<file path="src/rtl/cdb_arbiter.sv">
// Common data bus arbiter: picks one completed functional-unit result per cycle
// (optional fixed branch priority plus round-robin) and registers it onto the CDB.
module cdb_arbiter #(
    parameter int NUM_REQ     = 4,
    parameter int TAG_W       = 3,
    parameter int DATA_W      = 32,
    parameter int BR_PRIORITY = 1
) (
    input  logic                            clk,
    input  logic                            rst,
    input  logic                            flush,
    input  logic [NUM_REQ-1:0]              req_valid,
    input  logic [NUM_REQ*TAG_W-1:0]        req_tag,
    input  logic [NUM_REQ*DATA_W-1:0]       req_data,
    output logic [NUM_REQ-1:0]              req_ready,
    output logic                            cdb_valid,
    output logic [TAG_W-1:0]                cdb_tag,
    output logic [DATA_W-1:0]               cdb_data,
    output logic [$clog2(NUM_REQ)-1:0]      cdb_src,
    output logic [15:0]                     stall_cnt
);

    localparam int SRC_W = $clog2(NUM_REQ);
    // Lowest index that takes part in rotation; requester 0 sits outside it under branch priority.
    localparam int FIRST_ROT = (BR_PRIORITY != 0) ? 1 : 0;
    localparam logic [SRC_W-1:0] PTR_RESET = SRC_W'(FIRST_ROT);

    logic [TAG_W-1:0]  tag_arr  [NUM_REQ];
    logic [DATA_W-1:0] data_arr [NUM_REQ];

    generate
        for (genvar gi = 0; gi < NUM_REQ; gi++) begin : g_unpack
            assign tag_arr[gi]  = req_tag[gi*TAG_W +: TAG_W];
            assign data_arr[gi] = req_data[gi*DATA_W +: DATA_W];
        end
    endgenerate

    logic [SRC_W-1:0] ptr_reg, ptr_next;
    logic             cdb_valid_reg;
    logic [TAG_W-1:0] cdb_tag_reg;
    logic [DATA_W-1:0] cdb_data_reg;
    logic [SRC_W-1:0] cdb_src_reg;
    logic [15:0]      stall_cnt_reg;

    logic             grant_any;
    logic             rot_grant;
    logic             stall_inc;
    logic [SRC_W-1:0] grant_sel;
    int               win_int;
    int               idx_int;
    int               active_cnt;

    always_comb begin
        req_ready  = '0;
        grant_any  = 1'b0;
        rot_grant  = 1'b0;
        stall_inc  = 1'b0;
        win_int    = 0;
        idx_int    = 0;
        active_cnt = 0;
        ptr_next   = ptr_reg;
        for (int k = 0; k < NUM_REQ; k++) begin
            if (req_valid[k]) active_cnt = active_cnt + 1;
        end
        if (!rst && !flush) begin
            if (BR_PRIORITY != 0 && req_valid[0]) begin
                grant_any = 1'b1;
                win_int   = 0;
            end else begin
                // Scanning the full ring and skipping index 0 gives the 1..N-1 wrap order.
                for (int k = 0; k < NUM_REQ; k++) begin
                    idx_int = (int'(ptr_reg) + k) % NUM_REQ;
                    if (!grant_any && idx_int >= FIRST_ROT && req_valid[idx_int[SRC_W-1:0]]) begin
                        grant_any = 1'b1;
                        rot_grant = 1'b1;
                        win_int   = idx_int;
                    end
                end
            end
            stall_inc = (active_cnt >= 2);
        end
        grant_sel = win_int[SRC_W-1:0];
        if (grant_any) req_ready[grant_sel] = 1'b1;
        if (rot_grant) ptr_next = (win_int == NUM_REQ - 1) ? PTR_RESET : SRC_W'(win_int + 1);
    end

    always_ff @(posedge clk) begin
        if (rst) begin
            ptr_reg       <= PTR_RESET;
            cdb_valid_reg <= 1'b0;
            cdb_tag_reg   <= '0;
            cdb_data_reg  <= '0;
            cdb_src_reg   <= '0;
            stall_cnt_reg <= '0;
        end else begin
            ptr_reg       <= ptr_next;
            cdb_valid_reg <= grant_any;
            if (grant_any) begin
                cdb_tag_reg  <= tag_arr[grant_sel];
                cdb_data_reg <= data_arr[grant_sel];
                cdb_src_reg  <= grant_sel;
            end
            if (stall_inc && stall_cnt_reg != 16'hFFFF) stall_cnt_reg <= stall_cnt_reg + 16'd1;
        end
    end

    assign cdb_valid = cdb_valid_reg;
    assign cdb_tag   = cdb_tag_reg;
    assign cdb_data  = cdb_data_reg;
    assign cdb_src   = cdb_src_reg;
    assign stall_cnt = stall_cnt_reg;

endmodule

</file>
<file path="config.mk">
export PLATFORM = sky130hd
export DESIGN_NAME = cdb_arbiter
export DESIGN_NICKNAME = d
export VERILOG_FILES = /design/src/rtl/cdb_arbiter.sv
export SDC_FILE = /design/constraint.sdc
export NUM_CORES = 1
export LEC_CHECK = 0
export CORE_MARGIN = 5
export CORE_UTILIZATION = 43
export DETAILED_ROUTE_END_ITERATION = 6
export PLACE_DENSITY = 0.87
export SYNTH_ARGS = -nofsm -noshare
export SYNTH_HDL_FRONTEND = slang
export SYNTH_SLANG_ARGS = --single-unit
export TNS_END_PERCENT = 5
</file>
<file path="constraint.sdc">
create_clock -name clk -period 5.9 [get_ports clk]
set_clock_uncertainty 0.1 [all_clocks]
set_input_delay 0.885 -clock clk [delete_from_list [all_inputs] [get_ports clk]]
set_output_delay 0.885 -clock clk [all_outputs]
set_load 0.01 [all_outputs]
</file>
==> results.ini, run 1 <==
[sta]
finalSetupTns_ns = 0
slew_headroom_pct = 33.46
fin_crit_ns = 4.982
fmax_ghz = 0.2007
fin_crit_sh_pct = 84.43
rsz0062_at_grt = no
hold_ws_ns = 0.3634
setup_viol = 0
hold_viol = 0
final_max_slew_viol_count = 0
worstMarginPinSlew_ns = 0.9974

[clock_tree]
h-tree-depth = 2
cts-buffers-inserted = 5
cts_resized = 0
numClockSinks = 56
clk_pin_slew_worst_paths_ns = 0.10
clkLatencyLatePin_ns = 0.30
cts_setup_buffers = 0
ctsHoldBuffers = 0
cts_tree = yes
cts_root_buffer = clkbuf_8
cts_buffer_depth = 2

[worst_setup_path]
crit_path_end_kind = primary output
start_kind = primary input
criticalPathCategory = in2out
critPathSlowestCell = a21oi_2
critPathMostFrequentCell = clkdlybuf4s50_1
r2r_setup_slack_ns = 1.94
arrival_ns = 4.00
slowest_delay_ns = 0.70
cp_max_fo = 22
cp_cell_sequence = clkdlybuf4s50_1 -> mux2_4 -> a22oi_4 -> a21oi_2 -> or3_1 -> buf_4 -> ha_1 -> and2_1 -> clkdlybuf4s50_1
cp.required_ns = 4.91

[floorplanning]
die_w_um = 104.0
die-area_mm2 = 0.01081
num_rows = 34
die_h_um = 104.0
core_mm2 = 0.008678
io_pins = 205
start_util_pct = 43.77

[detailed_routing]
via_per_inst = 5.583
num_vias = 3992
routedWlPerCell_um = 18.99
drc_errors = 0
wirelength_mm = 13.58
antenna_left = 0
dr.pass1.iters = 5
drt_iter0_markers = 210

[run]
drv_cap = 0

[power]
vdd_drop_max_mv = 0.1212
p_per_area_mw_per_mm2 = 166.4
p_leak_nw = 2.400

[global_routing]
use_met1_pct = 29.12
grt_max_degree = 38
overflow = 0
grt.total_usage_pct = 23.72
grt_antenna_before_repair = 0
grtUsageMet2_pct = 40.35
top_usage_layer = met2
met3_usage_pct = 8.939
grt_pass1_vias = 4040
grt_pass1_wl_mm = 21.38

[finish]
fin_util_pct = 68.70
diodes = 0
final_cell_mix = clkdlybuf4s50_1, mux2i_1, dfxtp_1
fin_nets = 766
largest_reg_flops = 32
final_common_cell = clkdlybuf4s50_1
drive_gt1_share_pct = 8.731
fillers = 699
area_growth_pct = 56.95

[synth]
synth_seq_cells = 56
synthDistinctLibCells = 53
synth-async-reset-ratio_pct = 0
yosys_warnings = 0
synth_edf_count = 0
postSynthNetCount = 578
postSynthCellCount = 419
synth_seq_area_share_pct = 29.51
synth_ff_type = dfxtp_1
avgSynthCellArea_um2 = 9.066
syn-cell-area_mm2 = 0.003799

[placed_design]
gp_congestion = 0.8958
dpl.hpwl_mm = 10.65
numPortBuffers = 204

[worst_hold_path]
holdCritPathClass = reg2reg

[run_status]
status = finished, final reports clean

## cells in the mapped netlist, types with 4 or more instances
library cell  number  area share, %
nand2b_1           4           0.66
o31a_1            10            2.3
nor2b_1            5           0.82
nor3_1            16            2.1
nand3b_1           4           0.79
ha_1              12            4.0
nand2_1           27            2.7
xnor2_1           13            3.0
dfxtp_1           56             30
inv_1              7           0.69
a221oi_2          10            4.0
mux2_2             4            1.2
nor4_1            10            1.6
nand3_1           26            3.4
a21oi_1           15            2.0
o21ai_0           11            1.4
and2_1             6           0.99
mux2i_1           64             17
buf_2              8            1.1
o211ai_2           8            2.6
clkbuf_1          17            1.7
nor2_1            27            2.7
o221ai_1          14            3.2
## final cells by class
class | instances | area (um2) | area share, %
inverter | 10 | 42.54 | 0.7135
multi-input combinational | 321 | 2476 | 41.53
timing repair buffer | 213 | 2110 | 35.38
sequential | 56 | 1121 | 18.80
clock inverter | 1 | 5.005 | 0.08395
tap | 108 | 135.1 | 2.267
clock buffer | 6 | 72.57 | 1.217
## where the power goes
| part | internal, mW | leakage (nW) | switching [mW] |
|---|---|---|---|
| registers | 0.408 | 0.460 | 0.0177 |
| logic | 0.208 | 1.90 | 0.156 |
| clock network | 0.0813 | 0.0410 | 0.121 |
## cell families (layout without fill, tap and decap cells)
logic type	count (synthesis)	in the layout	share of synthesized area, %
AO/OA/AOI/OAI	87	87	20.39
XOR/XNOR	15	15	3.459
adder cells (fa/ha/maj)	12	12	3.952
buffers and inverters	42	230	5.534
flip-flops	56	56	29.51
multiplexers	72	72	19.53
AND/OR/NAND/NOR	135	135	17.62
## path summary, 6_finish.rpt
check                                  start            to  cells after the start
worst max-delay path            req_valid[2]  req_ready[0]                      9
worst min-delay path              cdb_src[1]    cdb_src[1]                      2
worst max register to register    ptr_reg[0]    cdb_tag[2]                     10
worst min register to register    cdb_src[1]    cdb_src[1]                      2
## layer usage
layer | vias up | part of all wire, %
met4 | 0 | 0.96
met2 | 171 | 48
met5 | - | 0
li1 | 1936 | -
met3 | 12 | 9.3
met1 | 1873 | 41
## through the flow
| step | area [um2] | cells | worst slack [ns] | power [mW] |
|---|---|---|---|---|
| after floorplan | 3799 | 419 | 2.161 | 0.5995 |
| final | 5962 | 715 | 0.9185 | 0.9919 |
| after global placement | 5884 | 708 | 1.032 | 0.7894 |
| after CTS | 5962 | 715 | 0.9514 | 0.9975 |
| after detailed placement | 5884 | 708 | 0.9536 | 0.7982 |
| after global routing | 5962 | 715 | 0.7388 | 1.040 |
## worst max-delay path, delay by kind of cell
family	cells	cell delay, ns
AOI/OAI and AO/OA	2	0.78
adders and majority gates	1	0.16
buffers and inverters	3	1.47
muxes	1	0.24
and+or+nand+nor	2	0.44
Note: power is estimated with default switching activity, not from simulation.
==> run 2, diff against run 1 <==
--- a/config.mk
+++ b/config.mk
@@ -6,9 +6,9 @@
 export NUM_CORES = 1
 export LEC_CHECK = 0
 export CORE_MARGIN = 5
-export CORE_UTILIZATION = 43
+export CORE_UTILIZATION = 40
 export DETAILED_ROUTE_END_ITERATION = 6
-export PLACE_DENSITY = 0.87
+export PLACE_DENSITY = 0.82
 export SYNTH_ARGS = -nofsm -noshare
 export SYNTH_HDL_FRONTEND = slang
 export SYNTH_SLANG_ARGS = --single-unit
==> constraint.sdc (replaced) <==
create_clock -name clk -period 4.78 [get_ports clk]
set_clock_uncertainty 0.1 [all_clocks]
set_input_delay 0.717 -clock clk [delete_from_list [all_inputs] [get_ports clk]]
set_output_delay 0.717 -clock clk [all_outputs]
set_load 0.01 [all_outputs]
==> run 2 against run 1 <==
  * Cell area is 1.1% higher
  * Non-clock buffer count is 3 higher
  * Sequential share of layout area is 0.20 points lower
  * Sequential power grew 23%
  * Count of clock-buffer cells in the layout increased by 1
  * Critical path depth increased by 2
  * Largest power group unchanged
==> results.ini, run 2 (synthesized netlist as in run 1, its figures left out) <==
[worst_setup_path]
cp.required_ns = 3.96
arrival_ns = 3.63
crit_path_end_kind = primary output
start_kind = flop
critPathSlowestCell = dfxtp_1
critPathMostFrequentCell = ha_1
criticalPathCategory = reg2out
cp_max_fo = 15
slowest_delay_ns = 0.67
cp_cell_sequence = inv_1 -> ha_1 -> mux2_2 -> a22oi_1 -> o31ai_2 -> a22oi_2 -> buf_4 -> inv_2 -> ha_1 -> and2_1 -> clkdlybuf4s50_1

[sta]
finalSetupTns_ns = 0
fin_crit_sh_pct = 92.95
rsz0062_at_grt = no
worstMarginPinSlew_ns = 0.9482
fin_crit_ns = 4.443
slew_headroom_pct = 36.74
hold_viol = 0
fmax_ghz = 0.2251
final_max_slew_viol_count = 0
setup_viol = 0

[finish]
fin_util_pct = 65.23
fillers = 761
area_growth_pct = 58.66
final_common_cell = clkdlybuf4s50_1
final_cell_mix = clkdlybuf4s50_1, mux2i_1, dfxtp_1
fin_nets = 769
multi_input_area_mm2 = 0.002476
largest_reg_flops = 32
diodes = 0
drive_gt1_share_pct = 9.329
seq_area_mm2 = 0.001121

[power]
p_per_area_mw_per_mm2 = 208.5
vdd_drop_max_mv = 0.1408
p_leak_nw = 2.419

[run_status]
status = finished, final reports clean

[detailed_routing]
routedWlPerCell_um = 18.49
antenna_left = 0
via_per_inst = 5.376
num_vias = 3978
drc_errors = 0
dr.pass1.iters = 5
drt_iter0_markers = 137
wirelength_mm = 13.68

[clock_tree]
cts-buffers-inserted = 5
cts_resized = 0
clkLatencyLatePin_ns = 0.31
cts_tree = yes
numClockSinks = 56
cts_root_buffer = clkbuf_8
h-tree-depth = 2
cts_setup_buffers = 0
ctsHoldBuffers = 0
clk_pin_slew_worst_paths_ns = 0.10
cts_buffer_depth = 2

[placed_design]
gp_congestion = 0.8979
dpl.hpwl_mm = 10.96
numPortBuffers = 204

[global_routing]
grt_pass1_vias = 4008
grt.total_usage_pct = 22.49
grt_max_degree = 38
grt_antenna_before_repair = 0
grt_pass1_wl_mm = 20.84
overflow = 0

[floorplanning]
io_pins = 205
num_rows = 35
die_h_um = 107.5
die-area_mm2 = 0.01155
core_mm2 = 0.009240
start_util_pct = 41.11
die_w_um = 107.5

[worst_hold_path]
holdCritPathClass = reg2reg

[run]
drv_cap = 0

run 2: final timing paths:
path	startpoint	end	slack (ns)	cells after the start
setup / recovery	ptr_reg[0]	req_ready[1]	0.34	11
hold / removal	cdb_src[0]	cdb_src[0]	0.38	2
setup reg to reg	ptr_reg[0]	cdb_data[26]	0.78	10
hold reg to reg	cdb_src[0]	cdb_src[0]	0.38	2
run 2: layer usage:
| metal | part of all wire [%] | up-vias | track usage (%) |
|---|---|---|---|
| met3 | 9.3 | 22 | 7.439 |
| li1 | - | 1941 | - |
| met4 | 2.0 | 0 | 5.500 |
| met2 | 48 | 173 | 38.65 |
| met1 | 41 | 1842 | 27.07 |
| met5 | 0 | - | 0 |
run 2: final cells by class:
cell class	instances	share of cell area [%]
well taps	129	2.678
clock buffers	7	1.432
repair buffers	216	35.37
inverters	10	0.7058
clock inverters	1	0.1246
multi-input cells	321	41.08
flip-flops and latches	56	18.60
run 2: report_power, final:
part           switching [mW]  internal (mW)
combinational           0.194          0.259
sequential             0.0225          0.504
clock                   0.158          0.118
total                   0.375          0.881
run 2: metrics by stage:
step / setup WS, ns / hold WS (ns) / total power, mW / cells / cell area, um2
after CTS: 0.3286 / 0.3842 / 1.263 / 740 / 6027
after global placement: 0.5268 / 0.3593 / 0.9805 / 732 / 5933
final: 0.3369 / 0.3838 / 1.256 / 740 / 6027
after floorplan: 1.313 / 0.3783 / 0.7400 / 419 / 3799
after global routing: 0.09564 / 0.4036 / 1.319 / 740 / 6027
after detailed placement: 0.4760 / 0.3670 / 0.9914 / 732 / 5933
run 2: worst max-delay path: cells and delay by family (launching register included):
kind | cells | cell delay [ns]
DFF | 1 | 0.67
muxes | 1 | 0.35
adders and majority gates | 2 | 0.61
buffers and inverters | 4 | 0.95
and+or+nand+nor | 1 | 0.13
AOI/OAI and AO/OA | 3 | 0.60
==> run 3, diff against run 2 <==
--- a/config.mk
+++ b/config.mk
@@ -8,6 +8,8 @@
 export CORE_MARGIN = 5
 export CORE_UTILIZATION = 40
 export DETAILED_ROUTE_END_ITERATION = 6
+export GPL_TIMING_DRIVEN = 1
+export HOLD_SLACK_MARGIN = 0.03
 export PLACE_DENSITY = 0.82
 export SYNTH_ARGS = -nofsm -noshare
 export SYNTH_HDL_FRONTEND = slang
==> results of run 3 <==
Same layout as run 2: the final DEF is identical, and so are final timing and power.
